File: src/rtl/brick_field_scorer.sv
// brick_field_scorer: brick bitmap, remaining-brick count and saturating score
// for the breakout playfield. Accepts one ball-hit query at a time
// (valid/ready) and answers it two cycles after acceptance with hit_done.
// Optional feature macro: COMBO_MULT_EN (combo score multiplier, reset by
// paddle_touch). Without it every brick is worth BRICK_POINTS and combo is 0.
module brick_field_scorer #(
  parameter int ROWS         = 7,
  parameter int COLS         = 16,
  parameter int BRICK_W      = 2,
  parameter int ROW_W        = 4,
  parameter int COL_W        = 4,
  parameter int SCORE_W      = 10,
  parameter int BRICK_POINTS = 1,
  parameter int COMBO_MAX    = 4,
  localparam int BPR         = COLS / BRICK_W,
  localparam int NB          = ROWS * BPR,
  localparam int CNT_W       = $clog2(NB + 1)
) (
  input  logic               clock,
  input  logic               reset,
  input  logic               hit_valid,
  output logic               hit_ready,
  input  logic [ROW_W-1:0]   hit_row,
  input  logic [COL_W-1:0]   hit_col,
  input  logic               paddle_touch,
  input  logic               level_load,
  output logic [NB-1:0]      bricks,
  output logic [SCORE_W-1:0] score,
  output logic [CNT_W-1:0]   bricks_left,
  output logic               level_clear,
  output logic               hit_done,
  output logic               hit_brick,
  output logic [2:0]         combo
);

  localparam int    IDX_W     = (NB > 1) ? $clog2(NB) : 1;
  localparam longint SCORE_MAX = (longint'(1) << SCORE_W) - 1;

  typedef enum logic [1:0] {IDLE, CHECK, UPDATE} state_t;

  state_t             state_q;
  logic [NB-1:0]      bricks_q;
  logic [SCORE_W-1:0] score_q;
  logic [CNT_W-1:0]   bricks_left_q;
  logic               level_clear_q;
  logic               hit_done_q;
  logic               hit_brick_q;
  logic [ROW_W-1:0]   row_q;
  logic [COL_W-1:0]   col_q;
  logic [IDX_W-1:0]   idx_q;
  logic               present_q;

  logic               in_range_d;
  logic [IDX_W-1:0]   idx_d;
  logic               present_d;
  int                 pts_d;

  // Score addition that clamps at the all-ones value instead of wrapping.
  function automatic logic [SCORE_W-1:0] sat_add(input logic [SCORE_W-1:0] a,
                                                 input int pts);
    longint sum;
    sum = longint'(a) + longint'(pts);
    return (sum > SCORE_MAX) ? '1 : sum[SCORE_W-1:0];
  endfunction

`ifdef COMBO_MULT_EN
  logic [2:0] combo_q;
  assign combo = combo_q;
`else
  logic unused_ok;
  assign combo     = 3'd0;
  assign unused_ok = paddle_touch ^ (COMBO_MAX > 0);
`endif

  assign hit_ready   = (state_q == IDLE) && !level_clear_q;
  assign bricks      = bricks_q;
  assign score       = score_q;
  assign bricks_left = bricks_left_q;
  assign level_clear = level_clear_q;
  assign hit_done    = hit_done_q;
  assign hit_brick   = hit_brick_q;

  // Map the captured ball position onto a bitmap index; off-field positions are misses.
  always_comb begin
    int row_v;
    int col_v;
    row_v      = int'(row_q);
    col_v      = int'(col_q);
    in_range_d = (row_v >= 1) && (row_v <= ROWS) && (col_v < COLS);
    idx_d      = in_range_d ? IDX_W'((row_v - 1) * BPR + col_v / BRICK_W) : '0;
    present_d  = in_range_d && bricks_q[idx_d];
`ifdef COMBO_MULT_EN
    pts_d      = BRICK_POINTS * (int'(combo_q) + 1);
`else
    pts_d      = BRICK_POINTS;
`endif
  end

  // Query FSM plus all field/score state; level_load overrides everything but reset.
  always_ff @(posedge clock) begin
    if (reset) begin
      state_q       <= IDLE;
      bricks_q      <= '1;
      score_q       <= '0;
      bricks_left_q <= CNT_W'(NB);
      level_clear_q <= 1'b0;
      hit_done_q    <= 1'b0;
      hit_brick_q   <= 1'b0;
`ifdef COMBO_MULT_EN
      combo_q       <= 3'd0;
`endif
    end else begin
      hit_done_q <= 1'b0;
`ifdef COMBO_MULT_EN
      if (paddle_touch) combo_q <= 3'd0;
`endif
      if (level_load) begin
        state_q       <= IDLE;
        bricks_q      <= '1;
        bricks_left_q <= CNT_W'(NB);
        level_clear_q <= 1'b0;
`ifdef COMBO_MULT_EN
        combo_q       <= 3'd0;
`endif
      end else begin
        case (state_q)
          IDLE: begin
            if (hit_valid && hit_ready) begin
              row_q   <= hit_row;
              col_q   <= hit_col;
              state_q <= CHECK;
            end
          end
          CHECK: begin
            present_q <= present_d;
            idx_q     <= idx_d;
            state_q   <= UPDATE;
          end
          UPDATE: begin
            hit_done_q  <= 1'b1;
            hit_brick_q <= present_q;
            if (present_q) begin
              bricks_q[idx_q] <= 1'b0;
              bricks_left_q   <= bricks_left_q - CNT_W'(1);
              score_q         <= sat_add(score_q, pts_d);
              if (bricks_left_q == CNT_W'(1)) level_clear_q <= 1'b1;
`ifdef COMBO_MULT_EN
              if (!paddle_touch && (combo_q < 3'(COMBO_MAX - 1)))
                combo_q <= combo_q + 3'd1;
`endif
            end
            state_q <= IDLE;
          end
          default: state_q <= IDLE;
        endcase
      end
    end
  end

endmodule

File: config.mk
export PLATFORM = sky130hd
export DESIGN_NAME = brick_field_scorer
export DESIGN_NICKNAME = d
export VERILOG_FILES = /design/src/rtl/brick_field_scorer.sv
export SDC_FILE = /design/constraint.sdc
export NUM_CORES = 1
export LEC_CHECK = 0
export CORE_AREA = 2 2 105 107
export DETAILED_ROUTE_END_ITERATION = 7
export DIE_AREA = 0 0 107 109
export GPL_ROUTABILITY_DRIVEN = 0
export SYNTH_ARGS = -nofsm -noshare
export SYNTH_HDL_FRONTEND = slang
export SYNTH_SLANG_ARGS = --single-unit
File: constraint.sdc
create_clock -name clock -period 2.8 [get_ports clock]
set_input_delay 0.84 -clock clock [delete_from_list [all_inputs] [get_ports clock]]
set_output_delay 0.84 -clock clock [all_outputs]
set_load 0.005 [all_outputs]
# Word level (Yosys, flattened, before mapping)
# Cells that the tools add are included.
[word_totals]
ff_bits = 92
input_bits = 13
output_inout_bits = 79
[op_classes]
n_reduce_logical = 14
muxes = 9
order_cmp = 6
eq_ne = 4
addsub = 4
bitwise = 4
[ops]
columns = ["op", "count"]
rows = [
  ["AND 56 bit", 1],
  ["inverter 56 bit", 1],
  ["< comparator 6 x 7 -> 1 bit, second input constant", 2],
  ["adder 10 x 1 -> 11 bit, second input constant", 1],
  ["> comparator 11 x 10 -> 1 bit, second input constant", 1],
  ["2-to-1 mux 10 bit", 1],
  ["AND reduction 3 bit", 3],
  ["adder 6 x 4 -> 6 bit", 1],
  ["binary-select mux 1 bit (select 6 bit)", 1],
  ["demux 1 bit (select 6 bit)", 1],
  ["== test 6 x 1 -> 1 bit, second input constant", 1],
  ["greater-or-equal comparator 6 x 1 -> 1 bit, second input constant", 1],
  ["2-to-1 mux 6 bit", 1],
  ["subtractor 6 x 1 -> 6 bit, second input constant", 1],
  ["logical AND 1 bit", 5],
  ["greater-or-equal comparator 4 x 1 -> 1 bit, second input constant", 1],
  ["<= comparator 4 x 3 -> 1 bit, second input constant", 1],
  ["case mux 2 bit (2 select lines)", 1],
  ["AND reduction 2 bit", 2],
  ["AND reduction 4 bit", 1],
  ["2-to-1 mux 1 bit", 3],
  ["subtractor 3 x 1 -> 3 bit, second input constant", 1],
  ["== test 2 x 1 -> 1 bit, second input constant", 1],
  ["== test 2 bit, second input constant", 1],
  ["other kinds (6)", 7],
]

# Longest topological paths before layout
[depth]
word_depth = 6
depth_mapped = 9
ltp_nobuf = 8

# Worst setup path before layout
# No wires, ideal clock.
[synth_timing]
kind = "input to register"
startpoint = "input port reset"
endpoint = "register idx_q[0] (enable)"
path_slack_ns = 0.391
cell_stages = 4
n_path_buf = 2
required_time_ns = 2.418
arrival_time_ns = 2.028
cell_sequence = "clkbuf_1 > or2_2 > clkbuf_1 > nor3b_1"
[synth_between]
elab_chain_len = 2
[synth_lines]
columns = ["element", "line", "source"]
rows = [
  ["from (decl)", "20", "input logic reset,"],
  ["inverter 1 bit (no line)", "-", ""],
  ["AND reduction 3 bit (no line)", "-", ""],
  ["to (signal assigned)", "136", "idx_q <= idx_d;"],
  ["to (decl)", "50", "logic [IDX_W-1:0] idx_q;"],
]
# No other way between the ends.
# A chain may end at the register's enable or synchronous reset.

# Final worst setup path
[layout_timing]
startpoint = "register state_q[1]"
endpoint = "output port hit_ready"
[layout_between]
elab_chain_len = 2
[layout_lines]
columns = ["element", "line", "source"]
rows = [
  ["from (decl)", "41", "state_t state_q;"],
  ["from (signal assigned)", "102", "state_q <= IDLE;"],
  ["from (signal assigned)", "118", "state_q <= IDLE;"],
  ["from (signal assigned)", "131", "state_q <= CHECK;"],
  ["logical NOT 2 bit", "75", "assign hit_ready = (state_q == IDLE) && !level_clear_q;"],
  ["logical AND 1 bit", "75", ""],
  ["to (decl)", "22", "output logic hit_ready,"],
]
# No other way between the ends.

==> results by group <==
Layout
  – Fill cells: ~1000
  – Non-filler instance count after layout: about 670
  – Core Util, Final: 49.6%
  – Commonest non-fill, non-tap cell in the layout: sky130_fd_sc_hd__clkdlybuf4s50_1
  – Area used by sequential logic in the layout: between 1500 and 2000 um2
  – Most frequent cells in the layout: sky130_fd_sc_hd__clkdlybuf4s50_1, sky130_fd_sc_hd__dfxtp_1, sky130_fd_sc_hd__nand2_1
  – Area of the multi-input gates: 1890 um2
  – Share of post-route cells with drive strength above 1: approximately 9%
  – Area grow syn2layout: 31.1%
  – Number of nets in the layout: about 550
  – Non-Filler Cell Area, Final: 5260 um2
  – Antenna Diode Count: 0

STA
  – Hold slack: 0.478 ns
  – Fmax: 0.410 GHz
  – Sum Neg Setup Slack: 0 ns
  – Setup Viol. Count Final: 0
  – Number of endpoints with negative hold slack in the final report: 0
  – Period utilisation layout: 87.1%
  – Clock period minus final worst setup slack: ~2.4 ns
  – Worst slew margin relative to its limit: 56.0%
  – Clock skew after layout: roughly 0.009 ns
  – Final max-slew violation count: 0
  – RSZ-0062 raised after global routing: false
  – Slew at the pin closest to its max-slew limit: about 0.66 ns

Setup path
  – Startpoint Class: flip-flop
  – Worst setup path category: reg -> out
  – Worst setup EP type: primary output
  – Launching element of the worst setup path: state_q[1]
  – Crit path DAT: 1.60 ns
  – Origin of the critical flop-to-flop path: row_q[0]
  – Required time of the critical path: approximately 2.0 ns
  – Highest net fanout along the worst path: 6

Drt
  – Sum of routed wire length over all layers: between 10 and 15 mm
  – Mean routed wirelength per cell: ~16 um
  – Routed vias/inst: 5.26
  – Starting DRC count in detailed routing: between 150 and 200
  – Via Count: 3528
  – Number of optimization iterations in the first detailed-route pass: 4
  – Total DRC errors in the routed layout: 0
  – Detail Route Antenna Nets: 0

Power and ir drop
  – Pleak: around 1.9 nW
  – Part of the total power dissipated in the clock network: a little over two fifths
  – Share of power burned in registers: 54.5%
  – Switching portion of total power: around 23%
  – PD cells: 467 nW/um2
  – Combinational power share: roughly 3.7%
  – Highest ir drop seen on vdd: about 0.22 mV
  – P_int: 1.90 mW
  – Switching pwr: between 0.5 and 0.6 mW

Clock tree
  – Number of buffers added to fix hold violations after cts: 0
  – Total of cells resized after clock tree synthesis: 0
  – TritonCTS clock tree: built
  – Max H-tree Level: 3
  – Clock tree sinks: 91
  – Inserted Clock Buffers: 9
  – Clock-pin slew on the worst setup and hold paths: about 0.090 ns
  – Clock insertion delay at the later pin of the skew report: ~0.37 ns
  – Number of buffers between clock root and the deepest sink: 2
  – Number of buffers inserted by post-CTS setup repair: 0
  – Root buffer cell: sky130_fd_sc_hd__clkbuf_8

Place
  – Placed cell count: approximately 660
  – Placed instance area: between 5000 and 6000 um2
  – HPWL after detailed placement: ~8 mm
  – Number of input and output port buffers inserted: 86

Synth
  – Leading register cell type out of synthesis: sky130_fd_sc_hd__dfxtp_1
  – Leading area contributor after synthesis: sky130_fd_sc_hd__dfxtp_1
  – Combined area of all synthesized cells: 4010 um2
  – Post-synthesis average cell area: between 9 and 10 um2
  – Top area cells in the synthesized netlist: sky130_fd_sc_hd__dfxtp_1, sky130_fd_sc_hd__edfxtp_1, sky130_fd_sc_hd__o21ai_0, sky130_fd_sc_hd__nand2_1, sky130_fd_sc_hd__mux2i_1
  – Number of enable-type register cells in the synthesized netlist: 14
  – Count of state elements after synthesis: between 90 and 100
  – Number of distinct library cells after synthesis: 64
  – Fraction of registers with async set or reset after synthesis: 0%
  – Seq/Total Area, Yosys: about half
  – Yosys warning count: 0
  – Gate Count Post-Synth: 440
  – Fraction of post-synthesis cell area in the top cell type by area: 38.4%

GRT
  – Overall overflow remaining after global route: 0
  – Number of antenna violations at the first check in global routing: 0
  – First-pass GRT wire length: ~17 mm
  – Global-route total usage across every layer: between 10% and 20%
  – Via count of the first global-routing pass: roughly 3400
  – Largest net degree at the start of global routing: between 60 and 70

Floorplan
  – Horizontal die dimension: around 110 um
  – Initial Util: approximately 38%
  – Die H: around 110 um
  – # IOs: a little over 90
  – Die area: around 12000 um2
  – Core ar.: 10600 um2
  – Number of placement rows: 38

Hold path
  – Min-Delay Startpoint: bricks[53]
  – Type of the tightest min-delay check: reg -> reg

Run status
  – Run status: complete, no violations

Flow run
  – Max-cap violations: 0
==> cells in the mapped netlist, drive strengths merged (7+ instances only) <==
| master | count |
|---|---|
| nor3 | 8 |
| nor3b | 7 |
| nand2 | 71 |
| buf | 9 |
| nand3 | 13 |
| nand3b | 9 |
| clkbuf | 16 |
| edfxtp | 14 |
| a21oi | 9 |
| dfxtp | 77 |
| nor2 | 26 |
| or2 | 8 |
| inv | 14 |
| mux2i | 11 |
| o21ai | 67 |
==> routing by layer <==
| layer | share of wire [%] | wire, um | GRT usage, % |
|---|---|---|---|
| met5 | 0 | 0 | 0 |
| met1 | 44 | 4880 | 25.2 |
| met3 | 6.0 | 659 | 4.54 |
| met4 | 1.1 | 119 | 5.75 |
| met2 | 49 | 5340 | 32.8 |
==> critical path, cell delays in order (launching register included) <==
cell and delay (ns):
sky130_fd_sc_hd__dfxtp_1 0.36, sky130_fd_sc_hd__nor3_1 0.31, sky130_fd_sc_hd__clkdlybuf4s50_1 0.56
==> worst paths after layout <==
check | to | slack [ns] | cells past startpoint
setup / recovery | hit_ready | 0.36 | 2
hold / removal | bricks[53] | 0.48 | 2
setup reg to reg | present_q | 0.42 | 8
hold reg to reg | bricks[53] | 0.48 | 2
==> power by group through the flow <==
stage | sequential, mW | clock (mW) | combinational, mW
2_1_floorplan | 1.37 | 0 | 0.0596
3_3_place_gp | 1.37 | 0 | 0.0904
3_5_place_dp | 1.37 | 0 | 0.0908
4_1_cts | 1.34 | 1.04 | 0.0913
5_1_grt | 1.34 | 1.10 | 0.0994
6_report | 1.34 | 1.03 | 0.0910
==> cell type report <==
cell class,count,area share (%)
clock buffer,11,3.30
clock inverter,5,1.19
inverter,14,0.999
multi-input combinational,312,35.8
sequential,91,37.3
tap,140,3.33
timing repair buffer,98,18.1
==> logic make-up (layout without fill, tap and decap cells) <==
logic type / count (synthesis) / count (layout) / share of synthesized area (%)
DFF: 91 / 91 / 48.9
buffers and inverters: 39 / 128 / 4.52
AOI/OAI and AO/OA: 110 / 110 / 16.9
other: 1 / 3 / 0.0934
adders and majority gates: 6 / 6 / 1.87
muxes: 15 / 15 / 4.71
xor gates and xnor gates: 9 / 9 / 1.96
and+or+nand+nor: 169 / 169 / 21.1
==> stage by stage <==
| step | worst slack (ns) | power [mW] |
|---|---|---|
| 2_1_floorplan | 0.391 | 1.42 |
| 3_3_place_gp | 0.300 | 1.46 |
| 3_5_place_dp | 0.290 | 1.46 |
| 4_1_cts | 0.369 | 2.47 |
| 5_1_grt | 0.252 | 2.54 |
| 6_report | 0.363 | 2.46 |
==> registers in the layout (all words and copies together) (netlist names) <==
name / count
bricks: 56
score: 10
bricks_left: 6
idx_q: 6
row_q: 4
col_q: 3
state_q: 2
hit_brick: 1
hit_done: 1
level_clear: 1
present_q: 1
Note: power is estimated with default switching activity, not from simulation.
